[src/rtl/instruction_fetch_unit.sv]
// Fetch stage: holds the PC, requests instruction memory and presents the word to decode in an IR.
// Latency: IrValid rises one edge after ImemAck; zero-wait memory gives one instruction per two cycles.
// Backpressure: with DecReady low the IR and all outputs hold and no request is issued; Redirect overrides.
// Optional: define FETCH_STALL_CNT_EN to add the saturating StallCount output.
module instruction_fetch_unit #(
  parameter logic [15:0] RESET_PC = 16'h0000,
  parameter int          PC_STEP  = 2
) (
  input  logic        Clock,
  input  logic        Reset_n,
  output logic        ImemReq,
  output logic [15:0] ImemAddr,
  input  logic        ImemAck,
  input  logic [15:0] ImemData,
  input  logic        Redirect,
  input  logic [15:0] RedirectPc,
  output logic        IrValid,
  input  logic        DecReady,
  output logic [15:0] IrData,
  output logic [3:0]  IrOpcode,
`ifdef FETCH_STALL_CNT_EN
  output logic [15:0] StallCount,
`endif
  output logic [15:0] IrPc
);

  localparam logic [15:0] PcStep = 16'(PC_STEP);

  typedef enum logic {
    FETCH = 1'b0,
    HOLD  = 1'b1
  } state_t;

  state_t      state_q, state_d;
  logic [15:0] pc_q, pc_d;
  logic [15:0] ir_data_q, ir_data_d;
  logic [15:0] ir_pc_q, ir_pc_d;
  logic        ir_valid_q, ir_valid_d;

  // Next-state: redirect wins over ack and decode handshake; ack captures the word and advances the PC.
  always_comb begin
    state_d    = state_q;
    pc_d       = pc_q;
    ir_data_d  = ir_data_q;
    ir_pc_d    = ir_pc_q;
    ir_valid_d = ir_valid_q;
    if (Redirect) begin
      pc_d       = RedirectPc & 16'hFFFE;
      ir_valid_d = 1'b0;
      state_d    = FETCH;
    end else begin
      case (state_q)
        FETCH: begin
          if (ImemAck) begin
            ir_data_d  = ImemData;
            ir_pc_d    = pc_q;
            pc_d       = pc_q + PcStep;
            ir_valid_d = 1'b1;
            state_d    = HOLD;
          end
        end
        HOLD: begin
          if (DecReady) begin
            ir_valid_d = 1'b0;
            state_d    = FETCH;
          end
        end
        default: state_d = FETCH;
      endcase
    end
  end

  // FSM and datapath registers, cleared asynchronously.
  always_ff @(posedge Clock or negedge Reset_n) begin
    if (!Reset_n) begin
      state_q    <= FETCH;
      pc_q       <= RESET_PC;
      ir_data_q  <= 16'h0000;
      ir_pc_q    <= 16'h0000;
      ir_valid_q <= 1'b0;
    end else begin
      state_q    <= state_d;
      pc_q       <= pc_d;
      ir_data_q  <= ir_data_d;
      ir_pc_q    <= ir_pc_d;
      ir_valid_q <= ir_valid_d;
    end
  end

  // Request is gated by reset so memory sees no request while the unit is held in reset,
  // yet the first request appears in the very first cycle after release.
  assign ImemReq  = (state_q == FETCH) && Reset_n;
  assign ImemAddr = pc_q;
  assign IrValid  = ir_valid_q;
  assign IrData   = ir_data_q;
  assign IrPc     = ir_pc_q;
  assign IrOpcode = ir_data_q[15:12];

`ifdef FETCH_STALL_CNT_EN
  logic [15:0] stall_cnt_q, stall_cnt_d;

  // Count cycles where decode refuses a valid instruction; saturate rather than wrap.
  always_comb begin
    stall_cnt_d = stall_cnt_q;
    if (ir_valid_q && !DecReady && (stall_cnt_q != 16'hFFFF)) begin
      stall_cnt_d = stall_cnt_q + 16'd1;
    end
  end

  // Stall counter register; only reset clears it, redirects do not.
  always_ff @(posedge Clock or negedge Reset_n) begin
    if (!Reset_n) begin
      stall_cnt_q <= 16'h0000;
    end else begin
      stall_cnt_q <= stall_cnt_d;
    end
  end

  assign StallCount = stall_cnt_q;
`endif

endmodule

[config.mk]
export PLATFORM = sky130hd
export DESIGN_NAME = instruction_fetch_unit
export DESIGN_NICKNAME = d
export VERILOG_FILES = /design/src/rtl/instruction_fetch_unit.sv
export SDC_FILE = /design/constraint.sdc
export NUM_CORES = 1
export LEC_CHECK = 0
export CAP_MARGIN = 40
export CELL_PAD_IN_SITES_DETAIL_PLACEMENT = 1
export CELL_PAD_IN_SITES_GLOBAL_PLACEMENT = 1
export CORE_AREA = 8 8 79 115
export DETAILED_ROUTE_END_ITERATION = 10
export DIE_AREA = 0 0 87 123
export HOLD_SLACK_MARGIN = 0.15
export PLACE_DENSITY = 0.84
export SLEW_MARGIN = 20
export SYNTH_ARGS = -nofsm -noshare
export SYNTH_HDL_FRONTEND = slang
export SYNTH_SLANG_ARGS = --single-unit
[constraint.sdc]
create_clock -name Clock -period 2.7 [get_ports Clock]
set_clock_uncertainty 0.05 [all_clocks]
set_input_delay 0.27 -clock Clock [delete_from_list [all_inputs] [get_ports Clock]]
set_output_delay 0.27 -clock Clock [all_outputs]
set_load 0.005 [all_outputs]
# --- After elaboration in Yosys (flattened, before gate mapping) ---
# Index checks and enable logic that the tools add are counted.
op_classes:
  n_addsub: 1
  mul: 0
  div_mod_pow: 0
  order_cmp: 0
  n_eq_ne: 3
  shift: 0
  mux: 11
  n_bitwise: 2
  n_reduce_logical: 5
ops:
  columns: ["cell", "count"]
  rows:
  - ["16-bit 2-to-1 mux", 3]
  - ["16-bit by 2-bit adder with 16-bit output, second input constant", 1]
  - ["1-bit 2-to-1 mux", 6]
  - ["3-bit inequality test, second input constant", 2]
  - ["1-bit case mux with 2 select lines", 2]
  - ["2-bit AND reduction", 2]
  - ["3-bit AND reduction", 1]
  - ["2-bit inequality test, second input constant", 1]
  - ["1-bit NOT", 2]
  - ["2-bit nonzero test", 1]
  - ["1-bit logical AND", 1]
word_totals:
  reg_bits: 50
  latch_bits: 0
  mem_bits_rw: 0
  mem_bits_ro: 0
  input_bits: 37
  out_inout_bits: 54
  wordCells: 27
  memories: 0

# --- Depth between registers and ports, before layout ---
# Gate-level depths: netlist of run 1.
logic_depth:
  depth_word: 4
  depth_mapped: 5
  depth_no_buf: 5

# --- Worst setup path after synthesis of run 1 ---
# OpenSTA, ideal clock, no wires.
synth_timing:
  path_type: "reg2reg"
  from: "register state_q"
  to: "register ir_pc_q[15], in the netlist IrPc[15]"
  setup_ns: 0.125
  arrival_ns: 1.321
  t_required_ns: 2.525
  slack_ns: 1.205
  stages_incl_launch_ff: 5
  n_path_buf: 1
  period_less_slack_ns: 1.495
  cell_sequence: "dfrtp_1 -> nand2b_1 -> nor2_1 -> buf_2 -> mux2_2"
synth_between:
  elab_chain_len: 2
synth_lines:
  columns: ["element", "line_no", "source"]
  rows:
  - ["from (decl)", "34", "state_t state_q, state_d;"]
  - ["from (signal assigned)", "82", "state_q <= state_d;"]
  - ["1-bit NOT (no source line)", null, null]
  - ["3-bit AND reduction (no source line)", null, null]
  - ["to (signal assigned)", "85", "ir_pc_q <= ir_pc_d;"]
  - ["to (decl)", "37", "logic [15:0] ir_pc_q, ir_pc_d;"]
# Every way passes these cells.
# A chain may end at the register's enable or synchronous reset.

# --- Worst setup path after layout of run 1 ---
layout_timing:
  from: "input port ImemAck"
  to: "register ir_data_q[7], in the netlist IrData[7]"
layout_between:
  elab_chain_len: 1
layout_lines:
  columns: ["element", "line_no", "source"]
  rows:
  - ["from (decl)", "13", "input logic ImemAck,"]
  - ["3-bit AND reduction (no source line)", null, null]
  - ["to (signal assigned)", "84", "ir_data_q <= ir_data_d;"]
  - ["to (decl)", "36", "logic [15:0] ir_data_q, ir_data_d;"]
# Every way passes these cells.

==> out/qor.txt, run 1 <==
Cell Pwr Density: 646 mW/mm²
Clk_lat worst skew: 290 ps
CTS buffer count: 5
CTS tree: built
Final hold slack: 434 ps
Final RePlAce weighted congestion: 0.702
Nets@finish: 298
I/O pins: 91
Die Y: 123 µm
Critical setup path kind: in -> reg
Clk pin slew, worst setup/hold paths: 60 ps
Final min period: 1900 ps
Commonest cells in the netlist: dfrtp_1, mux2_1, nand2_1
Critical path required time: 2810 ps
Largest fanout on the critical path: 21
Synth unique cells: 27
H-tree levels: 2
Die area: 0.0107 mm²
Post-synth ARST share: 1.00
Register bit total from synthesis: 48
Leading area contributor after synthesis: dfrtp_1
Synth Warn #: 0
Vias/cell: 4.54
Initial core utilization: 0.288
I/O Buffers: 87
Via Count: 1647
Mean Syn Cell Area: 12.4 µm²
DRT antenna net count: 0
Average wire per standard cell: 17.2 µm
Total routed wirelength: 6240 µm
Share of cells above drive strength 1: 0.0881
Util after Layout: 0.439
Endpoint class of the critical path: register
Synth area leaders: dfrtp_1, mux2_1, xnor2_1
Status: complete, no violations
Worst setup SP type: input pin
Slew @ Worst Pin: 642 ps
WP data arrival: 2010 ps
Max-slew violation count: 0
IR Drop Worst-Case VDD: 0.246 mV
Core Area: 0.00747 mm²
Final worst path period share: 0.703
FF-to-FF path depth: 4
WHS Path Cells: 1
Vias in the first global route: 1855
Global-route usage over all layers: 0.121
Most used DFF post-synth: dfrtp_1
Slew headroom: 0.572
Initial DRC count: 28
Synth Cell Area: 0.00215 mm²
FP Rows: 39
Drt pass-1 iters: 4
Synth top area share: 0.558
Antenna violations before repair: 0
Final setup viols: 0
HP Class: reg -> reg
Hpwl dp: 4860 µm
Most common cell in the synthesized netlist: dfrtp_1
Pleak: 1.31 nW
Setup Total Neg Slack: 0 ps
Clock buffer depth: 2
Largest net degree at the start of global routing: 49
Synthesized instance count: 174
Fmax: 0.527 GHz
Area Growth Syn to Fin: 52.1%
Max-Cap Viols: 0
Root Buffer Master: clkbuf_16
Drt drc: 0
RSZ-0062 raised after global routing: false
EDFF count, synth: 0
Global-route wire length before repair: 9900 µm
Grt total ovfl: 0
Antenna Cells: 0
Fillcell total: 810
Register area share after synthesis: 0.558
Die width: 87 µm
Clk sinks: 48
Final hold violations: 0
-- layout by cell type (no fill, tap or decap), types with 2 or more instances in the layout --
| cell | count |
|---|---|
| nor3_1 | 4 |
| buf_4 | 2 |
| mux2_1 | 29 |
| nand4_1 | 5 |
| nand2_1 | 19 |
| o21ai_1 | 14 |
| xor2_1 | 3 |
| mux2_2 | 3 |
| conb_1 | 2 |
| clkinv_2 | 2 |
| dfrtp_1 | 48 |
| nor4_2 | 5 |
| nor2_1 | 4 |
| clkdlybuf4s50_1 | 86 |
| clkbuf_16 | 5 |
| nand3_1 | 3 |
| xnor2_1 | 11 |
-- registers in the layout (all words and copies together), names as in the netlist --
| name | cells |
|---|---|
| state_q | 1 |
| IrPc | 15 |
| IrValid | 1 |
| IrData | 16 |
| ImemAddr | 15 |
-- worst paths after layout --
path,start,endpoint,slack [ps]
min in group asynchronous,Reset_n,IrPc[1],590
max,ImemAck,IrData[7],800
min reg2reg,IrPc[13],IrPc[13],430
max in group asynchronous,Reset_n,IrData[3],1560
min,IrPc[13],IrPc[13],430
max reg2reg,state_q,IrData[7],880
-- layout make-up --
| cell class | count | area [µm²] | area share |
|---|---|---|---|
| multi-input combinational | 113 | 883 | 0.270 |
| timing repair buffer | 91 | 911 | 0.278 |
| sequential | 48 | 1200 | 0.367 |
| inverter | 1 | 3.75 | 0.00115 |
| clock buffer | 6 | 139 | 0.0424 |
| tap | 102 | 128 | 0.0390 |
| clock inverter | 2 | 10.0 | 0.00306 |
-- repair_timing --
action                    in CTS  in global routing
hold endpoints to repair      48                  0
resized for setup              0                  0
hold buffers                   1                  0
setup buffers                  0                  0
-- per-stage QoR --
| stage | std cells | power [mW] | area [µm²] | setup WS (ps) |
|---|---|---|---|---|
| CTS | 363 | 2.16 | 3280 | 763 |
| global route | 363 | 2.23 | 3280 | 696 |
| global placement | 354 | 1.49 | 3120 | 549 |
| finish | 363 | 2.11 | 3280 | 802 |
| floorplan | 175 | 1.12 | 2160 | 1200 |
| detailed placement | 354 | 1.52 | 3120 | 466 |
-- cells by family (layout without fill, tap and decap cells) --
group / count (synthesis) / count (layout) / synth area share
flip-flops: 48 / 48 / 0.558
other: 1 / 2 / 0.00174
buffers and inverters: 14 / 100 / 0.0372
AO/OA/AOI/OAI: 16 / 16 / 0.0372
XOR/XNOR: 14 / 14 / 0.0569
AND/OR/NAND/NOR: 47 / 47 / 0.131
adder cells (fa/ha/maj): 1 / 1 / 0.00581
multiplexers: 33 / 33 / 0.172
-- power by group --
part | switching (mW) | internal (mW) | total (mW)
Sequential | 0.0988 | 0.844 | 0.943
Clock | 0.264 | 0.365 | 0.630
Combinational | 0.178 | 0.364 | 0.542
-- critical path, stage by stage --
cell	delay, ps
clkdlybuf4s50_1	590
nand2b_1	170
nor2_4	390
buf_12	240
mux2_1	350
-- metal layers --
layer / global-route usage / routed length (µm) / vias to the layer above
met4: 0.0400 / 81 / 0
met3: 0.0386 / 439 / 6
met1: 0.124 / 2330 / 821
met2: 0.225 / 3400 / 54
met5: 0 / 0 / -
li1: - / - / 766
Power figures use the tool's default switching activity.
==> inputs of run 2 (changes only) <==
--- a/config.mk
+++ b/config.mk
@@ -8,11 +8,11 @@
 export CAP_MARGIN = 40
 export CELL_PAD_IN_SITES_DETAIL_PLACEMENT = 1
 export CELL_PAD_IN_SITES_GLOBAL_PLACEMENT = 1
-export CORE_AREA = 8 8 79 115
+export CORE_AREA = 8 8 80 117
 export DETAILED_ROUTE_END_ITERATION = 10
-export DIE_AREA = 0 0 87 123
+export DIE_AREA = 0 0 88 125
 export HOLD_SLACK_MARGIN = 0.15
-export PLACE_DENSITY = 0.84
+export PLACE_DENSITY = 0.85
 export SLEW_MARGIN = 20
 export SYNTH_ARGS = -nofsm -noshare
 export SYNTH_HDL_FRONTEND = slang
==> constraint.sdc (replaced) <==
create_clock -name Clock -period 1.65 [get_ports Clock]
set_clock_uncertainty 0.05 [all_clocks]
set_input_delay 0.165 -clock Clock [delete_from_list [all_inputs] [get_ports Clock]]
set_output_delay 0.165 -clock Clock [all_outputs]
set_load 0.005 [all_outputs]
==> out/qor.txt, run 2 (same netlist as run 1, synthesis figures left out) <==
CP cell instances: buf_4, clkdlybuf4s50_1
R2r startpoint: ImemAddr[6]
FP Rows: 40
Crit-path slowest cell: clkdlybuf4s50_1
Setup Total Neg Slack: 0 ps
Final worst path period share: 0.954
WP data arrival: 1360 ps
Final RePlAce weighted congestion: 0.709
Die width: 88 µm
Non-Filler Cell Area, Final: 0.00339 mm²
Die area: 0.0110 mm²
Reg2Reg Setup Slack: 110 ps
Clk_lat worst skew: 290 ps
Worst Hold End: ImemAddr[7]
DP Area: 0.00323 mm²
Most common cell after layout, fill and taps aside: clkdlybuf4s50_1
Antenna Cells: 0
Most frequent cells in the layout: clkdlybuf4s50_1, dfrtp_1, mux2_1, nand2_1, buf_4
Global-route usage over all layers: 0.122
FF-to-FF path depth: 4
Slew headroom: 0.579
Vias/cell: 4.44
Core Area: 0.00776 mm²
Hpwl dp: 4970 µm
Cell Pwr Density: 1010 mW/mm²
Average wire per standard cell: 16.8 µm
Die Y: 125 µm
FF-to-FF End: ImemAddr[12]
DRT antenna net count: 0
IR Drop Worst-Case VDD: 0.599 mV
Pwr Total: 3.43 mW
CTS buffer count: 5
Final setup viols: 0
Worst setup SP type: register
Fillcell total: 853
Largest fanout on the critical path: 4
Nets@finish: 315
Via Count: 1688
Final hold violations: 0
RSZ-0062 raised after global routing: false
Total routed wirelength: 6400 µm
Drt drc: 0
WHS Path Cells: 3
Critical path required time: 1430 ps
Critical setup path kind: reg -> out
Final hold slack: 368 ps
Drt pass-1 iters: 4
Max reg flops: 16
Initial DRC count: 37
Status: complete, no violations
Final min period: 1570 ps
Slew @ Worst Pin: 631 ps
Endpoint class of the critical path: output port
Root Buffer Master: clkbuf_16
HP Class: in -> reg
Fmax: 0.635 GHz
Util after Layout: 0.437
Critical path's largest stage delay: 500 ps
Antenna violations before repair: 0
Hold_sp: RedirectPc[7]
Pleak: 1.39 nW
CTS tree: built
I/O pins: 91
Clock buffer depth: 2
Initial core utilization: 0.278
Vias in the first global route: 1974
I/O Buffers: 87
Largest net degree at the start of global routing: 49
Grt total ovfl: 0
Max-Cap Viols: 0
H-tree levels: 2
Area Growth Syn to Fin: 57.4%
Share of cells above drive strength 1: 0.145
Max-slew violation count: 0
Global-route wire length before repair: 10300 µm
Clk pin slew, worst setup/hold paths: 60 ps
Clk sinks: 48
run 2: changes by cell type in the layout (fill, tap and decap cells not counted):
cell             delta
dfrtp_2             +3
buf_4              +17
clkdlybuf4s50_1     -1
dfrtp_1             -3
dlymetal6s2s_1      +1
clkbuf_8            -1
clkinv_2            -2
run 2: through the flow:
stage,setup slack [ps],instances
finish,76.3,380
CTS,8.91,377
detailed placement,-150,371
floorplan,155,175
global placement,-126,371
global route,14.9,380
run 2: worst max path at each step:
stage | cells after the start | to | start
floorplan | 4 | IrPc[15] | state_q
global placement | 5 | ImemAddr[12] | ImemAck
detailed placement | 5 | ImemAddr[12] | ImemAck
CTS | 2 | ImemReq | state_q
global route | 5 | ImemAddr[15] | ImemAddr[2]
finish | 2 | ImemAddr[3] | ImemAddr[3]
run 2: area by class of cell:
type | count | area (µm²) | share of cell area
sequential | 48 | 1200 | 0.355
timing repair buffer | 108 | 1040 | 0.307
tap | 105 | 131 | 0.0388
multi-input combinational | 113 | 883 | 0.261
clock buffer | 5 | 125 | 0.0369
inverter | 1 | 3.75 | 0.00111
run 2: power by group:
group	internal (mW)	switching (mW)	leakage, nW
Clock	0.536	0.409	0.0616
Combinational	0.644	0.331	0.750
Sequential	1.38	0.131	0.575
Total	2.56	0.871	1.39
run 2: routing by layer:
| metal | part of all wire | vias up | wire (µm) | GRT usage |
|---|---|---|---|---|
| met3 | 0.064 | 6 | 409 | 0.0341 |
| li1 | - | 801 | - | - |
| met1 | 0.40 | 825 | 2550 | 0.132 |
| met2 | 0.52 | 56 | 3360 | 0.216 |
| met4 | 0.014 | 0 | 87 | 0.0397 |
| met5 | 0 | - | 0 | 0 |
run 2: worst max-delay path: cells and delay by family, from the launching register on:
kind	cells	cell delay [ps]
buf+inv	2	660
flops	1	420
run 2: repair_timing:
| action | 4_1_cts | 5_1_grt |
|---|---|---|
| buffers inserted | 0 | 3 |
| pin swaps | 0 | 0 |
| setup endpoints to repair | 1 | 3 |
| hold buffers | 1 | 0 |
| resized for setup | 1 | 3 |
| endpoints found under the hold margin | 48 | 0 |
==> inputs of run 3 (changes only) <==
--- a/config.mk
+++ b/config.mk
@@ -13,7 +13,6 @@
 export DIE_AREA = 0 0 88 125
 export HOLD_SLACK_MARGIN = 0.15
 export PLACE_DENSITY = 0.85
-export SLEW_MARGIN = 20
 export SYNTH_ARGS = -nofsm -noshare
 export SYNTH_HDL_FRONTEND = slang
 export SYNTH_SLANG_ARGS = --single-unit
==> results of run 3 <==
Same layout as run 2: the final DEF is identical, and so are final timing and power.
